==> src/rtl/tdc_pkg.sv <==
// Shared definitions for the TDC sample accumulator and its neighbours:
// the run-control state encoding and the width helpers used to size the
// hamming-weight and sum datapaths.
package tdc_pkg;

  typedef enum logic [1:0] {
    IDLE  = 2'd0,
    ACCUM = 2'd1,
    DONE  = 2'd2
  } state_t;

  // Width needed to hold a pop-count of an n-tap delay line (0..n inclusive).
  function automatic int hw_width(input int n);
    return $clog2(n) + 1;
  endfunction

  // Width of a sum of 2^max_log2 hamming-weight samples; cannot overflow.
  function automatic int sum_width(input int n, input int max_log2);
    return hw_width(n) + max_log2;
  endfunction

endpackage

==> src/rtl/tdc_sample_accum_if.sv <==
// Control, sample and result bundle of the TDC sample accumulator.
// The master side drives run control and samples, the slave side returns
// status and results.
interface tdc_sample_accum_if
  import tdc_pkg::*;
#(
  parameter int N                = 64,
  parameter int MAX_LOG2_SAMPLES = 8,
  parameter int LOG2_W           = $clog2(MAX_LOG2_SAMPLES + 1)
) ();

  localparam int HW_W  = hw_width(N);
  localparam int SUM_W = sum_width(N, MAX_LOG2_SAMPLES);

  logic              en;
  logic              start;
  logic              abort;
  logic [LOG2_W-1:0] n_log2;
  logic [HW_W-1:0]   hw;
  logic              val_in;
  logic              busy;
  logic              val_out;
  logic [SUM_W-1:0]  sum;
  logic [HW_W-1:0]   avg;
  logic [HW_W-1:0]   hw_min;
  logic [HW_W-1:0]   hw_max;
  logic              aborted;

  modport master (
    output en, start, abort, n_log2, hw, val_in,
    input  busy, val_out, sum, avg, hw_min, hw_max, aborted
  );

  modport slave (
    input  en, start, abort, n_log2, hw, val_in,
    output busy, val_out, sum, avg, hw_min, hw_max, aborted
  );

endinterface

==> src/rtl/tdc_minmax.sv <==
// Running minimum / maximum tracker for one measurement run.
// Clear primes min with all-ones and max with zero so the first valid
// sample always replaces both. Enable gating is done by the caller.
module tdc_minmax #(
  parameter int HW_W = 7
) (
  input  logic            clk,
  input  logic            rst,
  input  logic            i_clear,
  input  logic            i_valid,
  input  logic [HW_W-1:0] i_sample,
  output logic [HW_W-1:0] o_min,
  output logic [HW_W-1:0] o_max
);

  logic [HW_W-1:0] r_min;
  logic [HW_W-1:0] r_max;

  // Track the extremes; clear wins over a coincident sample.
  always_ff @(posedge clk or posedge rst) begin
    if (rst) begin
      r_min <= '0;
      r_max <= '0;
    end else if (i_clear) begin
      r_min <= '1;
      r_max <= '0;
    end else if (i_valid) begin
      if (i_sample < r_min) r_min <= i_sample;
      if (i_sample > r_max) r_max <= i_sample;
    end
  end

  assign o_min = r_min;
  assign o_max = r_max;

endmodule

==> src/rtl/tdc_sample_accum.sv <==
// Accumulates 2^n_log2 hamming-weight samples from a TDC pop-count and
// reports sum, average (shift, no divider), minimum and maximum. Results
// are registered on the edge that accepts the last sample, so they and the
// val_out pulse (the DONE state) appear exactly one cycle after it.
module tdc_sample_accum
  import tdc_pkg::*;
#(
  parameter int N                = 64,
  parameter int MAX_LOG2_SAMPLES = 8,
  parameter int LOG2_W           = $clog2(MAX_LOG2_SAMPLES + 1)
) (
  input logic                clk,
  input logic                rst,
  tdc_sample_accum_if.slave  bus
);

  localparam int HW_W  = hw_width(N);
  localparam int SUM_W = sum_width(N, MAX_LOG2_SAMPLES);
  localparam int CNT_W = MAX_LOG2_SAMPLES + 1;

  state_t            r_state;
  state_t            w_state_nxt;
  logic [LOG2_W-1:0] r_n_log2;
  logic [CNT_W-1:0]  r_cnt;
  logic [CNT_W-1:0]  w_last_cnt;
  logic [SUM_W-1:0]  r_acc;
  logic [SUM_W-1:0]  w_acc_nxt;
  logic [SUM_W-1:0]  r_sum;
  logic [HW_W-1:0]   r_avg;
  logic [HW_W-1:0]   r_min;
  logic [HW_W-1:0]   r_max;
  logic              r_aborted;
  logic [HW_W-1:0]   w_run_min;
  logic [HW_W-1:0]   w_run_max;
  logic [HW_W-1:0]   w_fin_min;
  logic [HW_W-1:0]   w_fin_max;
  logic              w_start_run;
  logic              w_take;
  logic              w_last;
  logic              w_abort;

  // Clamp a requested exponent to the largest run the accumulator supports.
  function automatic logic [LOG2_W-1:0] sat_log2(input logic [LOG2_W-1:0] v);
    if (int'(v) > MAX_LOG2_SAMPLES) return LOG2_W'(MAX_LOG2_SAMPLES);
    return v;
  endfunction

  // Mux-based right shift by the latched exponent; the quotient of a full
  // run always fits the hamming-weight width.
  function automatic logic [HW_W-1:0] shr_avg(input logic [SUM_W-1:0] v,
                                              input logic [LOG2_W-1:0] sh);
    logic [SUM_W-1:0] t;
    t = v;
    for (int i = 0; i <= MAX_LOG2_SAMPLES; i++) begin
      if (sh == LOG2_W'(i)) t = v >> i;
    end
    return t[HW_W-1:0];
  endfunction

  assign w_start_run = bus.en && (r_state == IDLE) && bus.start;
  assign w_abort     = bus.en && (r_state == ACCUM) && bus.abort;
  assign w_take      = bus.en && (r_state == ACCUM) && !bus.abort && bus.val_in;
  assign w_last_cnt  = (CNT_W'(1) << r_n_log2) - CNT_W'(1);
  assign w_last      = w_take && (r_cnt == w_last_cnt);
  assign w_acc_nxt   = r_acc + SUM_W'(bus.hw);

  // The final sample is folded in here so results land with the DONE entry.
  assign w_fin_min = (bus.hw < w_run_min) ? bus.hw : w_run_min;
  assign w_fin_max = (bus.hw > w_run_max) ? bus.hw : w_run_max;

  tdc_minmax #(
    .HW_W (HW_W)
  ) u_minmax (
    .clk      (clk),
    .rst      (rst),
    .i_clear  (w_start_run),
    .i_valid  (w_take),
    .i_sample (bus.hw),
    .o_min    (w_run_min),
    .o_max    (w_run_max)
  );

  // State register.
  always_ff @(posedge clk or posedge rst) begin
    if (rst) r_state <= IDLE;
    else     r_state <= w_state_nxt;
  end

  // Next-state logic; nothing moves while en is low.
  always_comb begin
    w_state_nxt = r_state;
    case (r_state)
      IDLE:    if (w_start_run) w_state_nxt = ACCUM;
      ACCUM: begin
        if (w_abort)     w_state_nxt = IDLE;
        else if (w_last) w_state_nxt = DONE;
      end
      DONE:    if (bus.en) w_state_nxt = IDLE;
      default: w_state_nxt = IDLE;
    endcase
  end

  // Run bookkeeping and result registers.
  always_ff @(posedge clk or posedge rst) begin
    if (rst) begin
      r_n_log2  <= '0;
      r_cnt     <= '0;
      r_acc     <= '0;
      r_sum     <= '0;
      r_avg     <= '0;
      r_min     <= '0;
      r_max     <= '0;
      r_aborted <= 1'b0;
    end else begin
      if (w_start_run) begin
        r_n_log2 <= sat_log2(bus.n_log2);
        r_cnt    <= '0;
        r_acc    <= '0;
      end else if (w_take) begin
        r_acc <= w_acc_nxt;
        r_cnt <= r_cnt + CNT_W'(1);
      end
      if (w_last) begin
        r_sum     <= w_acc_nxt;
        r_avg     <= shr_avg(w_acc_nxt, r_n_log2);
        r_min     <= w_fin_min;
        r_max     <= w_fin_max;
        r_aborted <= 1'b0;
      end
      if (w_abort) r_aborted <= 1'b1;
    end
  end

  assign bus.busy    = (r_state != IDLE);
  assign bus.val_out = (r_state == DONE);
  assign bus.sum     = r_sum;
  assign bus.avg     = r_avg;
  assign bus.hw_min  = r_min;
  assign bus.hw_max  = r_max;
  assign bus.aborted = r_aborted;

endmodule

==> src/flat_wrapper.sv <==
// flat-port wrapper written by rule: the top's interface ports become plain ports
module tdc_sample_accum_flat import tdc_pkg::*;
#(
  parameter int N                = 64,
  parameter int MAX_LOG2_SAMPLES = 8,
  parameter int LOG2_W           = $clog2(MAX_LOG2_SAMPLES + 1)
)
  (clk, rst, bus_en, bus_start, bus_abort, bus_n_log2, bus_hw, bus_val_in, bus_busy, bus_val_out, bus_sum, bus_avg, bus_hw_min, bus_hw_max, bus_aborted);
  tdc_sample_accum_if #(.N(N), .MAX_LOG2_SAMPLES(MAX_LOG2_SAMPLES), .LOG2_W(LOG2_W)) bus_i ();
  input logic clk;
  input logic rst;
  input wire logic [$bits(bus_i.en)-1:0] bus_en;
  input wire logic [$bits(bus_i.start)-1:0] bus_start;
  input wire logic [$bits(bus_i.abort)-1:0] bus_abort;
  input wire logic [$bits(bus_i.n_log2)-1:0] bus_n_log2;
  input wire logic [$bits(bus_i.hw)-1:0] bus_hw;
  input wire logic [$bits(bus_i.val_in)-1:0] bus_val_in;
  output wire logic [$bits(bus_i.busy)-1:0] bus_busy;
  output wire logic [$bits(bus_i.val_out)-1:0] bus_val_out;
  output wire logic [$bits(bus_i.sum)-1:0] bus_sum;
  output wire logic [$bits(bus_i.avg)-1:0] bus_avg;
  output wire logic [$bits(bus_i.hw_min)-1:0] bus_hw_min;
  output wire logic [$bits(bus_i.hw_max)-1:0] bus_hw_max;
  output wire logic [$bits(bus_i.aborted)-1:0] bus_aborted;
  assign bus_i.en = bus_en;
  assign bus_i.start = bus_start;
  assign bus_i.abort = bus_abort;
  assign bus_i.n_log2 = bus_n_log2;
  assign bus_i.hw = bus_hw;
  assign bus_i.val_in = bus_val_in;
  assign bus_busy = bus_i.busy;
  assign bus_val_out = bus_i.val_out;
  assign bus_sum = bus_i.sum;
  assign bus_avg = bus_i.avg;
  assign bus_hw_min = bus_i.hw_min;
  assign bus_hw_max = bus_i.hw_max;
  assign bus_aborted = bus_i.aborted;
  tdc_sample_accum #(.N(N), .MAX_LOG2_SAMPLES(MAX_LOG2_SAMPLES), .LOG2_W(LOG2_W)) u_core (.clk(clk), .rst(rst), .bus(bus_i));
endmodule
==> config.mk <==
export PLATFORM = sky130hd
export DESIGN_NAME = tdc_sample_accum_flat
export DESIGN_NICKNAME = d
export VERILOG_FILES = /design/src/rtl/tdc_pkg.sv /design/src/rtl/tdc_sample_accum_if.sv /design/src/rtl/tdc_minmax.sv /design/src/rtl/tdc_sample_accum.sv /design/src/flat_wrapper.sv
export SDC_FILE = /design/constraint.sdc
export NUM_CORES = 1
export LEC_CHECK = 0
export CORE_MARGIN = 2
export CORE_UTILIZATION = 46
export CTS_BUF_LIST = sky130_fd_sc_hd__clkbuf_16
export DETAILED_ROUTE_END_ITERATION = 10
export GPL_TIMING_DRIVEN = 0
export HOLD_SLACK_MARGIN = 0.08
export PLACE_DENSITY = 0.7
export SLEW_MARGIN = 5
export SYNTH_ARGS = -nofsm -noshare
export SYNTH_HDL_FRONTEND = slang
export SYNTH_SLANG_ARGS = --single-unit
==> constraint.sdc <==
create_clock -name clk -period 4 [get_ports clk]
set_input_delay 0.8 -clock clk [delete_from_list [all_inputs] [get_ports clk]]
set_output_delay 0.8 -clock clk [all_outputs]
set_load 0.005 [all_outputs]
==> out/qor.yml, run 1 <==
outcome:
  outcome: "finished clean"
route:
  drtAntennaViolNets: 0
  drc_errors: 0
  firstDrtPassIters: 6
  drt_iter0_drc: 449
  vias: 5000
  via_per_inst: 6.01
  wirelength_mm: 15.5
  wire_per_inst_microns: 18.7
yosys:
  ys_ff_latch: 81
  yosysSeqAreaShare_pct: 37.4
  synth_ff_type: "dfrtp_1"
  synth_warnings: 0
  synth_nets: 657
  synth_cell_types: 79
  async_flop_share_pct: 100
  synth.avg_cell_area_sq_um: 8.78
  synth-edff-count: 0
  syn_area_sq_um: 5420
  synthCells: 617
worst_setup_path:
  cp_slowest_cell: "clkdlybuf4s50_1"
  reg2reg_depth: 11
  path_cells: "clkdlybuf4s50_1, ha_1, inv_1, fa_1, nand2b_1, a21oi_1, nor2_1, xnor2_1, o221ai_1, a2111o_1, a21oi_1"
  r2r_slack_ns: 0.42
  end_kind: "flop"
  required_ns: 4.26
  critPathMaxFanout: 6
  cp.arrival_ns: 4.08
  crit_type: "input port to flop"
  r2r_end: "u_core.bus.avg[6]"
  path_common_cell: "a21oi_1"
  timing.rr.start: "u_core.r_n_log2[1]"
  path_buf_inv: 2
  cpPeakStageDelay_ns: 0.65
  start_kind: "input port"
  cp_top_family: "compound AO/OA/AOI/OAI gates"
floorplan:
  die_x_microns: 113
  die_height_microns: 113
  dieArea_sq_um: 12700
  num_rows: 39
  initial_core_util_pct: 47.2
  core_area_sq_um: 11500
  ioPinCount: 56
clock_tree:
  numCtsBuffers: 9
  cts_htree_levels: 3
  cts_tree: "done"
  insertion_delay_ns: 0.34
  clock-root-buffer: "clkbuf_16"
  cts_buffer_depth: 2
  cts_hold_buf: 0
  clkSinkCount: 81
  clk_pin_slew_worst_paths_ns: 0.06
placement:
  io_buffers: 55
  dp_hpwl_mm: 11.7
  place_inst: 816
  place.gp.congestion: 0.905
timing:
  worst_pin_slew_ns: 1.01
  finalSetupTns_ns: 0
  fin_worst_skew_ns: 0.00520
  relSlewSlack_pct: 32.2
  period_needed_ns: 3.83
  whs_ns: 0.467
  setup_viol: 0
  slew_violations: 0
  rsz0062_at_grt: "no"
  hold_violations: 0
  period_share_pct: 95.7
  fmax_ghz: 0.261
flow_run:
  cap_violations: 0
pwr:
  power_frac_seq_pct: 34.0
  vdd_drop_max_uv: 270
  leakage_nw: 2.73
  p_int_mw: 1.80
  pwr-share-comb_pct: 37.3
  power_density_nw_per_um2: 440
  p_switching_mw: 1.05
  switching_share_pct: 36.9
  p_clk_share_pct: 28.7
global_routing:
  antenna_found_initial: 0
  gr-usage-all-layers_pct: 25.1
  grt_max_degree: 61
  grt_pass1_wl_mm: 25.1
  grt-ovfl-total: 0
  grt_pass1_vias: 4812
cells_and_area:
  drive_gt1_share_pct: 9.29
  nets: 724
  antenna_cells: 0
  final_cell_mix: "nand2_1, dfrtp_1, o21ai_0"
  final_cells: 832
  final_common_cell: "nand2_1"
  syn_to_final_growth_pct: 19.3
hold_path:
  holdCritStartpoint: "u_core.r_state[1]"
  holdPathStages: 1
  min_path_type: "flop to flop"
  worstHoldEndpoint: "u_core.r_state[0]"
-- cells in the mapped netlist, types with 11 or more instances --
master / n / area (sq um)
o21ai_0: 59 / 295
a21oi_1: 30 / 150
ha_1: 22 / 275
clkbuf_1: 13 / 48.8
nor2_1: 42 / 158
dfrtp_1: 81 / 2030
mux2i_1: 19 / 190
nand2_1: 87 / 327
inv_1: 26 / 97.6
xnor2_1: 11 / 96.3
nand3_1: 27 / 135
-- per-layer routing --
metal  global-route usage (%)  routed length, microns  up-vias
met2                     38.0                    6940      168
met1                     35.8                    7240     2419
li1                         -                       -     2386
met3                     4.10                     903       27
met5                        0                       0        -
met4                     10.7                     446        0
-- worst max path at each step --
stage                     cells after the start  slack [ns]            endpoint               start
after floorplan                              12        0.90   u_core.bus.avg[0]  u_core.r_n_log2[2]
after global placement                        2       -0.16  u_core.bus.sum[10]                 rst
after detailed placement                     11        -0.1   u_core.bus.avg[4]           bus_hw[0]
after CTS                                    11        0.26   u_core.bus.avg[4]           bus_hw[0]
after global routing                         11        0.04   u_core.bus.avg[1]           bus_hw[0]
final                                        11        0.17   u_core.bus.avg[1]           bus_hw[0]
-- cell families after synthesis --
group                      Yosys count  share of synthesized area (%)
AOI/OAI and AO/OA                  181                           23.5
xor gates and xnor gates            19                           3.07
adders and majority gates           23                           5.45
buffers and inverters               63                           5.64
DFF                                 81                           37.4
muxes                               24                           4.55
and+or+nand+nor                    226                           20.4
-- power groups by stage --
stage	combinational [mW]	sequential, mW	clock, mW
global placement	1.02	0.979	0
floorplan	0.734	0.969	0
global route	1.16	0.978	0.867
detailed placement	1.04	0.982	0
finish	1.06	0.968	0.816
CTS	1.05	0.968	0.828
-- layout make-up --
cell class / instances / area (sq um)
fill: 1068 / 5000
multi-input combinational: 473 / 3090
sequential: 81 / 2030
timing repair buffer: 56 / 578
clock buffer: 9 / 225
buffer: 37 / 208
tap: 143 / 179
inverter: 26 / 100
clock inverter: 7 / 60.1
-- what timing repair did --
item                       CTS  global route
hold endpoints to repair     0             0
buffers inserted             0             0
gates resized for setup      0             1
setup endpoints to repair    0             1
-- worst reg2reg max path: stages, from the launching register on --
cell and delay, ns:
dfrtp_1 0.45, buf_2 0.22, or4b_4 0.55, buf_6 0.15
ha_1 0.29, xnor2_1 0.13, nor4_1 0.29, o2111ai_1 0.24
a2111oi_4 0.42, o311ai_0 0.29, a211oi_1 0.33, nor2_1 0.09
-- stage by stage --
step,utilization (%),total power [mW],cell area (sq um),setup slack [ns]
floorplan,-,1.70,5420,0.904
global placement,53.6,2.00,6150,-0.157
detailed placement,53.9,2.02,6180,-0.0978
CTS,56.3,2.84,6460,0.262
global route,56.4,3.01,6460,0.0420
finish,56.4,2.84,6460,0.174
-- flip-flops by register name, summed over array words and instances (netlist names) --
signal                 cells
u_core.u_minmax.o_max      7
u_core.r_cnt               9
u_core.bus.hw_max          7
u_core.bus.avg             7
u_core.r_n_log2            4
u_core.r_state             2
u_core.bus.hw_min          7
u_core.r_acc              15
u_core.u_minmax.o_min      7
u_core.bus.aborted         1
u_core.bus.sum            15
Note: power is estimated with default switching activity, not from simulation.
==> run 2: changes to the inputs <==
Settings changed: CELL_PAD_IN_SITES_DETAIL_PLACEMENT set to 0, CELL_PAD_IN_SITES_GLOBAL_PLACEMENT set to 2, CORE_UTILIZATION 46 to 35, PLACE_DENSITY 0.7 to 0.83.
==> run 2 against run 1 <==
Compared with the run above:
- worst setup slack better by 0.0048 ns
- final cell count is 5.4% higher
- core utilization down 13 points
- register-to-register slack worse by 0.07 ns
- first-iteration DRC count down 3.1%
- total power increased by 5.6%
- critical endpoint is now u_core.bus.avg[3]
- largest cell class unchanged
==> out/qor.yml, run 2 (synthesized netlist as in run 1, its figures left out) <==
timing:
  hold_violations: 0  # unchanged
  worst_pin_slew_ns: 1.12  # +0.115 ns
  fin_worst_skew_ns: 0.00627  # +0.00107 ns
  fmax_ghz: 0.262  # +0.13%
  setup_viol: 0  # unchanged
  period_needed_ns: 3.82  # -0.00481 ns
  period_share_pct: 95.5  # -0.12 points
  relSlewSlack_pct: 24.4  # -7.7 points
  whs_ns: 0.473  # +0.00570 ns
  slew_violations: 0  # unchanged
  worst_slack_ns: 0.179  # +0.00481 ns
  rsz0062_at_grt: "no"
clock_tree:
  clkSinkCount: 81  # unchanged
  clk_pin_slew_worst_paths_ns: 0.06  # about the same
  cts_tree: "done"
  cts_hold_buf: 0  # unchanged
  numCtsBuffers: 9  # unchanged
  clock-root-buffer: "clkbuf_16"
  insertion_delay_ns: 0.35  # about the same
  cts_buffer_depth: 2  # unchanged
  cts_resized: 0  # unchanged
  cts_setup_buffers: 0  # unchanged
  cts_htree_levels: 3  # unchanged
route:
  drc_errors: 0  # unchanged
  via_per_inst: 5.71  # -5.0%
  wirelength_mm: 16.3  # +5.2%
  drt_iter0_drc: 435  # -3.1%
  drtAntennaViolNets: 0  # unchanged
  firstDrtPassIters: 5  # -1
  wire_per_inst_microns: 18.6  # -0.21%
  vias: 5005  # +0.10%
cells_and_area:
  final_common_cell: "nand2_1"
  syn_to_final_growth_pct: 21.7
  final_cells: 877  # +5.4%
  nets: 724  # unchanged
  nFillCells: 1485  # +39%
  final-seq-area_sq_um: 2030  # unchanged
  final_cell_mix: "nand2_1, dfrtp_1, o21ai_0"
  fin_area_sq_um: 6590  # +2.0%
  multiInputGateArea_sq_um: 3100  # +0.36%
  drive_gt1_share_pct: 9.72  # +0.44 points
  antenna_cells: 0  # unchanged
worst_setup_path:
  cpPeakStageDelay_ns: 0.63  # -0.02 ns
  end_kind: "flop"
  critPathMaxFanout: 6  # unchanged
  start_kind: "input port"
  path_cells: "clkdlybuf4s50_1, ha_1, inv_1, fa_1, nand2b_1, a211oi_1, nor3_1, nor2_2, nor2_1, nor4b_1, o21ai_1"
  cp.arrival_ns: 4.04  # -0.04 ns
  crit_type: "input port to flop"
  cp_slowest_cell: "clkdlybuf4s50_1"
  required_ns: 4.22  # -0.04 ns
placement:
  io_buffers: 55  # unchanged
  pre_cts_ws_ns: -0.216  # -0.119 ns
  place.gp.congestion: 0.943  # +4.2%
  dp_hpwl_mm: 12.3  # +5.3%
  place_inst: 861  # +5.5%
  place_area_sq_um: 6230  # +0.91%
global_routing:
  antenna_found_initial: 0  # unchanged
  grt-ovfl-total: 0  # unchanged
  grt_pass1_vias: 5008  # +4.1%
  gr-usage-all-layers_pct: 20.7  # -4.4 points
  grt_pass1_wl_mm: 26.6  # +6.1%
  grt_max_degree: 56  # -8.2%
floorplan:
  core_area_sq_um: 15100  # +32%
  die_x_microns: 128  # +14%
  dieArea_sq_um: 16500  # +30%
  ioPinCount: 56  # unchanged
  die_height_microns: 128  # +14%
  num_rows: 45  # +15%
  initial_core_util_pct: 35.8  # -11 points
flow_run:
  cap_violations: 0  # unchanged
pwr:
  power_density_nw_per_um2: 456  # +3.6%
  vdd_drop_max_uv: 207  # -23%
  power.total_mw: 3.00  # +5.6%
  leakage_nw: 2.76  # +0.91%
hold_path:
  min_path_type: "flop to flop"
outcome:
  outcome: "finished clean"
## run 2: changes by cell type in the layout (fill, tap and decap cells not counted)
cell | previous run | this run
bufinv_16 | 1 | 3
clkinvlp_4 | 0 | 1
a211oi_4 | 1 | 2
a21oi_2 | 0 | 1
clkinv_4 | 0 | 2
a211oi_2 | 2 | 1
inv_6 | 1 | 0
clkinv_2 | 2 | 0
a21oi_1 | 30 | 29
clkinv_1 | 3 | 1
## run 2: layer usage
layer	vias up	track usage [%]	share of wire [%]
met4	0	7.63	2.7
met2	162	33.2	46
li1	2373	-	-
met5	-	0	0
met3	26	3.33	4.3
met1	2444	28.4	47
## run 2: power breakdown
part	total, mW	switching, mW	internal (mW)
Sequential	0.970	0.0686	0.902
Clock	0.966	0.356	0.610
Combinational	1.07	0.650	0.416
Total	3.00	1.08	1.93
## run 2: worst max-delay path, delay by kind of cell
kind | cells | cell delay (ns)
adder cells (fa/ha/maj) | 2 | 0.64
buffers and inverters | 2 | 0.69
AO/OA/AOI/OAI | 2 | 0.60
AND/OR/NAND/NOR | 5 | 1.31
## run 2: through the flow
step                utilization (%)  TNS, ns
finish                         43.5        0
CTS                            43.4        0
detailed placement             41.1   -0.536
global placement               40.9   -25.37
global route                   43.5        0
floorplan                         -        0
## run 2: layout make-up
| class | count | share of cell area (%) |
|---|---|---|
| Inverter | 26 | 1.52 |
| Clock inverter | 7 | 1.80 |
| Sequential cell | 81 | 30.8 |
| Multi-Input combinational cell | 473 | 47.0 |
| Timing Repair Buffer | 56 | 8.77 |
| Buffer | 37 | 3.15 |
| Tap cell | 188 | 3.57 |
| Clock buffer | 9 | 3.42 |
## run 2: path summary, 6_finish.rpt
kind,to,from,slack (ns),depth (start not counted)
min reg2reg,u_core.r_state[0],u_core.r_state[1],0.47,1
max,u_core.bus.avg[3],bus_hw[0],0.18,11
max in group asynchronous,u_core.bus.sum[5],rst,2.61,3
max reg2reg,u_core.bus.avg[6],u_core.r_n_log2[1],0.35,11
min,u_core.r_state[0],u_core.r_state[1],0.47,1
min in group asynchronous,u_core.r_cnt[2],rst,0.80,2
